### src/rtl/div_pkg.sv
// rtl/div_pkg.sv - shared types and constants for the sequential divider
package div_pkg;

    localparam int DIV_WIDTH = 32;
    localparam int DIV_STEPS = 32;
    localparam int DIV_COUNT_W = 6;
    localparam logic [DIV_WIDTH-1:0] DIV_ZERO_QUOT = 32'hFFFF_FFFF;

    typedef enum logic [1:0] {
        IDLE  = 2'd0,
        ITER  = 2'd1,
        FIXUP = 2'd2,
        DONE  = 2'd3
    } div_state_e;

endpackage

### src/rtl/div_step.sv
// rtl/div_step.sv - one combinational restoring-division step (shift, trial subtract, restore)
module div_step #(
    parameter int WIDTH = 32
) (
    input  logic [WIDTH:0]   a,
    input  logic [WIDTH-1:0] q,
    input  logic [WIDTH-1:0] m,
    output logic [WIDTH:0]   a_next,
    output logic [WIDTH-1:0] q_next
);

    logic [WIDTH:0] a_shift;
    logic [WIDTH:0] trial;

    always_comb begin
        a_shift = {a[WIDTH-1:0], q[WIDTH-1]};
        trial   = a_shift - {1'b0, m};
        // A non-negative trial means the divisor fits: keep it and record a 1
        if (!trial[WIDTH]) begin
            a_next = trial;
            q_next = {q[WIDTH-2:0], 1'b1};
        end else begin
            a_next = a_shift;
            q_next = {q[WIDTH-2:0], 1'b0};
        end
    end

endmodule

### src/rtl/div_seq_ctrl.sv
// rtl/div_seq_ctrl.sv - multi-cycle signed/unsigned divide controller, one quotient bit per clock
module div_seq_ctrl
    import div_pkg::*;
#(
    parameter int WIDTH = DIV_WIDTH
) (
    input  logic             clock,
    input  logic             reset,
    input  logic             start,
    input  logic             is_signed,
    input  logic [WIDTH-1:0] dividend,
    input  logic [WIDTH-1:0] divisor,
    output logic             busy,
    output logic             done,
    output logic             div_by_zero,
    output logic [WIDTH-1:0] quotient,
    output logic [WIDTH-1:0] remainder
);

    div_state_e state;
    div_state_e state_next;

    logic [DIV_COUNT_W-1:0] count;
    logic [WIDTH:0]         a_reg;
    logic [WIDTH-1:0]       q_reg;
    logic [WIDTH-1:0]       m_reg;
    logic                   q_neg;
    logic                   r_neg;

    logic [WIDTH:0]         a_step;
    logic [WIDTH-1:0]       q_step;
    logic                   divisor_zero;
    logic                   dividend_neg;
    logic                   divisor_neg;

    assign divisor_zero = (divisor == '0);
    assign dividend_neg = is_signed & dividend[WIDTH-1];
    assign divisor_neg  = is_signed & divisor[WIDTH-1];

    div_step #(
        .WIDTH(WIDTH)
    ) u_step (
        .a      (a_reg),
        .q      (q_reg),
        .m      (m_reg),
        .a_next (a_step),
        .q_next (q_step)
    );

    always_ff @(posedge clock) begin
        if (reset) begin
            state <= IDLE;
        end else begin
            state <= state_next;
        end
    end

    always_comb begin
        state_next = state;
        busy       = 1'b0;
        done       = 1'b0;
        case (state)
            IDLE: begin
                if (start) begin
                    state_next = divisor_zero ? DONE : ITER;
                end
            end
            ITER: begin
                busy = 1'b1;
                if (count == DIV_COUNT_W'(DIV_STEPS - 1)) begin
                    state_next = FIXUP;
                end
            end
            FIXUP: begin
                busy       = 1'b1;
                state_next = DONE;
            end
            DONE: begin
                busy       = 1'b1;
                done       = 1'b1;
                state_next = IDLE;
            end
            default: state_next = IDLE;
        endcase
    end

    always_ff @(posedge clock) begin
        if (reset) begin
            count       <= '0;
            a_reg       <= '0;
            q_reg       <= '0;
            m_reg       <= '0;
            q_neg       <= 1'b0;
            r_neg       <= 1'b0;
            div_by_zero <= 1'b0;
            quotient    <= '0;
            remainder   <= '0;
        end else begin
            case (state)
                IDLE: begin
                    if (start && divisor_zero) begin
                        quotient    <= DIV_ZERO_QUOT;
                        remainder   <= dividend;
                        div_by_zero <= 1'b1;
                    end else if (start) begin
                        q_reg <= dividend_neg ? -dividend : dividend;
                        m_reg <= divisor_neg ? -divisor : divisor;
                        a_reg <= '0;
                        count <= '0;
                        q_neg <= dividend_neg ^ divisor_neg;
                        r_neg <= dividend_neg;
                    end
                end
                ITER: begin
                    a_reg <= a_step;
                    q_reg <= q_step;
                    count <= count + 1'b1;
                end
                FIXUP: begin
                    // Magnitude of -2^31 / -1 stays 0x80000000 with q_neg clear, giving the wrapped result
                    quotient    <= q_neg ? -q_reg : q_reg;
                    remainder   <= r_neg ? -a_reg[WIDTH-1:0] : a_reg[WIDTH-1:0];
                    div_by_zero <= 1'b0;
                end
                default: begin
                end
            endcase
        end
    end

endmodule
### config.mk
export PLATFORM = sky130hd
export DESIGN_NAME = div_seq_ctrl
export DESIGN_NICKNAME = d
export VERILOG_FILES = /design/src/rtl/div_pkg.sv /design/src/rtl/div_step.sv /design/src/rtl/div_seq_ctrl.sv
export SDC_FILE = /design/constraint.sdc
export NUM_CORES = 1
export LEC_CHECK = 0
export BUFFER_PORTS_ARGS = -buffer_cell sky130_fd_sc_hd__buf_2
export CELL_PAD_IN_SITES_DETAIL_PLACEMENT = 1
export CELL_PAD_IN_SITES_GLOBAL_PLACEMENT = 1
export CORE_UTILIZATION = 37
export CTS_CLUSTER_SIZE = 16
export DETAILED_ROUTE_END_ITERATION = 6
export PLACE_DENSITY = 0.74
export RECOVER_POWER = 100
export SETUP_SLACK_MARGIN = 0.05
export SYNTH_ARGS = -nofsm -noshare
export SYNTH_HDL_FRONTEND = slang
export SYNTH_HIERARCHICAL = 1
export SYNTH_SLANG_ARGS = --single-unit
### constraint.sdc
create_clock -name clock -period 5.74 [get_ports clock]
set_clock_uncertainty 0.05 [all_clocks]
set_input_delay 0.861 -clock clock [delete_from_list [all_inputs] [get_ports clock]]
set_output_delay 0.861 -clock clock [all_outputs]
set_load 0.02 [all_outputs]
==> impl_metrics.py <==
metrics = {
    "logic_synthesis": {
        "synth_area_mm2": 0.0122,
        "synth_nets": 1702,
        "netlist_instances": 1590,
        "synth_area_per_cell_um2": 7.69,
        "yosysWarnings": 6,
    },
    "place": {
        "portBuffers": 134,
        "dp_cells": 2043,
        "dp_hpwl_mm": 30.3,
        "globalplace.congestion": 0.904,
        "placedInstanceArea_mm2": 0.0129,
        "dp_slack_ns": 1.56,
    },
    "routing": {
        "drtIter0Drc": 869,
        "drtPass1Iterations": 5,
        "drc": 0,
        "wl_mm": 40.4,
        "via_count": 11900,
        "wl_per_cell_um": 19.5,
        "ant_nets": 0,
        "viasPerCell": 5.74,
    },
    "global_routing": {
        "antenna_found_initial": 0,
        "overflow": 0,
        "grt_pass1_wl_mm": 63.5,
        "grt.total_usage_pct": 23.7,
        "grt_pass1_vias": 11500,
        "grt_max_degree": 70,
    },
    "layout": {
        "syn2layout_area_growth_pct": 8.58,
        "final_core_util_pct": 40.8,
        "antenna_cells": 0,
        "final_cell_mix": "188 x nand2_1, 171 x dfxtp_1, 149 x nor2_1",
        "fin_cells": 2074,
        "layout_commonest_cell": "nand2_1",
        "final_nets": 1732,
        "drive_gt1_share_pct": 9.13,
        "design_area_mm2": 0.0133,
        "regArea_mm2": 0.00342,
        "multi_input_area_mm2": 0.00787,
        "n_fill_cell": 4086,
    },
    "sta": {
        "rsz0062_at_grt": "no",
        "finalSetupViolCount": 0,
        "tightest_slew_ns": 2.65,
        "fmax_mhz": 209,
        "setup_ws_ns": 0.961,
        "min_period_ns": 4.78,
        "finalMaxSlewViolations": 202,
        "final.setup.tns_ns": 0,
        "period_share_pct": 83.3,
        "hold_violations": 0,
        "relSlewSlack_pct": -76.6,
    },
    "critical_path": {
        "path_class": "flop to flop",
        "r2r_cells": 17,
        "arrival_ns": 5.03,
        "critPathCaptureType": "flop",
        "start_kind": "flop",
        "required_ns": 5.99,
        "reg2reg_setup_slack_ns": 0.96,
        "worstReg2RegStart": "q_reg[31]$_SDFFE_PP0P_",
        "cp_max_fo": 41,
        "rr_endpoint": "a_reg[22]$_SDFFE_PP0P_",
    },
    "power": {
        "p_leak_nw": 4.78,
        "ir_drop_mv": 0.214,
        "power_per_cell_area_mw_per_mm2": 405,
    },
    "outcome": {
        "status": "finished with violations",
        "violations": "capacitance limit, slew limit",
    },
    "clocking": {
        "cts-root-buf": "clkbuf_16",
        "clk_latency_ns": 0.44,
        "cts_resized": 0,
        "cts_tree": "yes",
        "clock_sinks": 171,
        "path_clk_slew_ns": 0.07,
        "h-tree-depth": 4,
        "cts_made_buffers": 17,
        "cts_setup_buffers": 0,
        "postCtsHoldBufs": 0,
        "clock_path_buffers": 2,
    },
    "floorplan": {
        "fp.dieW_um": 184,
        "ios": 135,
        "die_h_um": 184,
        "std_cell_rows": 66,
        "initial_core_util_pct": 37.6,
        "core_mm2": 0.0325,
        "die_area_mm2": 0.0338,
    },
    "worst_hold_path": {
        "hold_path_end": "remainder[8]$_SDFFE_PP0P_",
        "hp-class": "flop to flop",
        "hold_depth": 2,
        "hold_start": "remainder[8]$_SDFFE_PP0P_",
    },
    "flow_run": {
        "cap_violations": 4,
    },
}
## how the worst max path moves through the flow
stage	start	endpoint	slack (ns)
global route	q_reg[31]$_SDFFE_PP0P_	a_reg[22]$_SDFFE_PP0P_	0.69
detailed placement	q_reg[31]$_SDFFE_PP0P_	a_reg[20]$_SDFFE_PP0P_	1.56
CTS	q_reg[31]$_SDFFE_PP0P_	a_reg[20]$_SDFFE_PP0P_	1.55
floorplan	q_reg[31]$_SDFFE_PP0P_	a_reg[15]$_SDFFE_PP0P_	2.15
finish	q_reg[31]$_SDFFE_PP0P_	a_reg[22]$_SDFFE_PP0P_	0.96
global placement	q_reg[31]$_SDFFE_PP0P_	a_reg[20]$_SDFFE_PP0P_	1.70
## per-stage QoR
step           power, W  hold slack [ns]
6_report        0.00537            0.408
5_1_grt         0.00574            0.433
4_1_cts         0.00542            0.407
3_5_place_dp    0.00427            0.397
3_3_place_gp    0.00421            0.391
2_1_floorplan   0.00365            0.386
## worst max-delay path, cell delays in order, from the launching register on
cell	delay [ns]
dfxtp_1	0.40
inv_1	0.07
ha_1	0.21
fa_1	0.41
or2b_1	0.26
a21oi_1	0.16
o21bai_1	0.14
a21oi_1	0.37
o2111ai_1	0.29
a311o_1	0.34
o211ai_1	0.10
ha_1	0.27
clkbuf_2	0.56
nand4_1	0.30
o221ai_1	0.14
or3_1	0.36
nand3_1	0.09
a21oi_1	0.09
## per-layer routing
layer | track usage, % | up-vias | part of all wire, %
li1 | - | 5781 | -
met1 | 31.3 | 5816 | 46
met2 | 41.0 | 262 | 48
met3 | 2.75 | 42 | 3.5
met4 | 5.80 | 0 | 1.8
met5 | 0 | - | 0
## power by group
| group | switching (W) | internal (W) | leakage, nW |
|---|---|---|---|
| clock | 0.000532 | 0.000612 | 0.270 |
| sequential | 0.000266 | 0.00144 | 1.39 |
| combinational | 0.00169 | 0.000832 | 3.12 |
| total | 0.00248 | 0.00289 | 4.78 |
## final cells by class
type                    count  share of cell area [%]
clock buffers              19                    3.34
clock inverters            12                   0.877
inverters                  54                    1.53
multi-input cells        1228                    59.3
flip-flops and latches    171                    25.8
well taps                 442                    4.17
repair buffers            148                    5.00
Note: power is estimated with default switching activity, not from simulation.
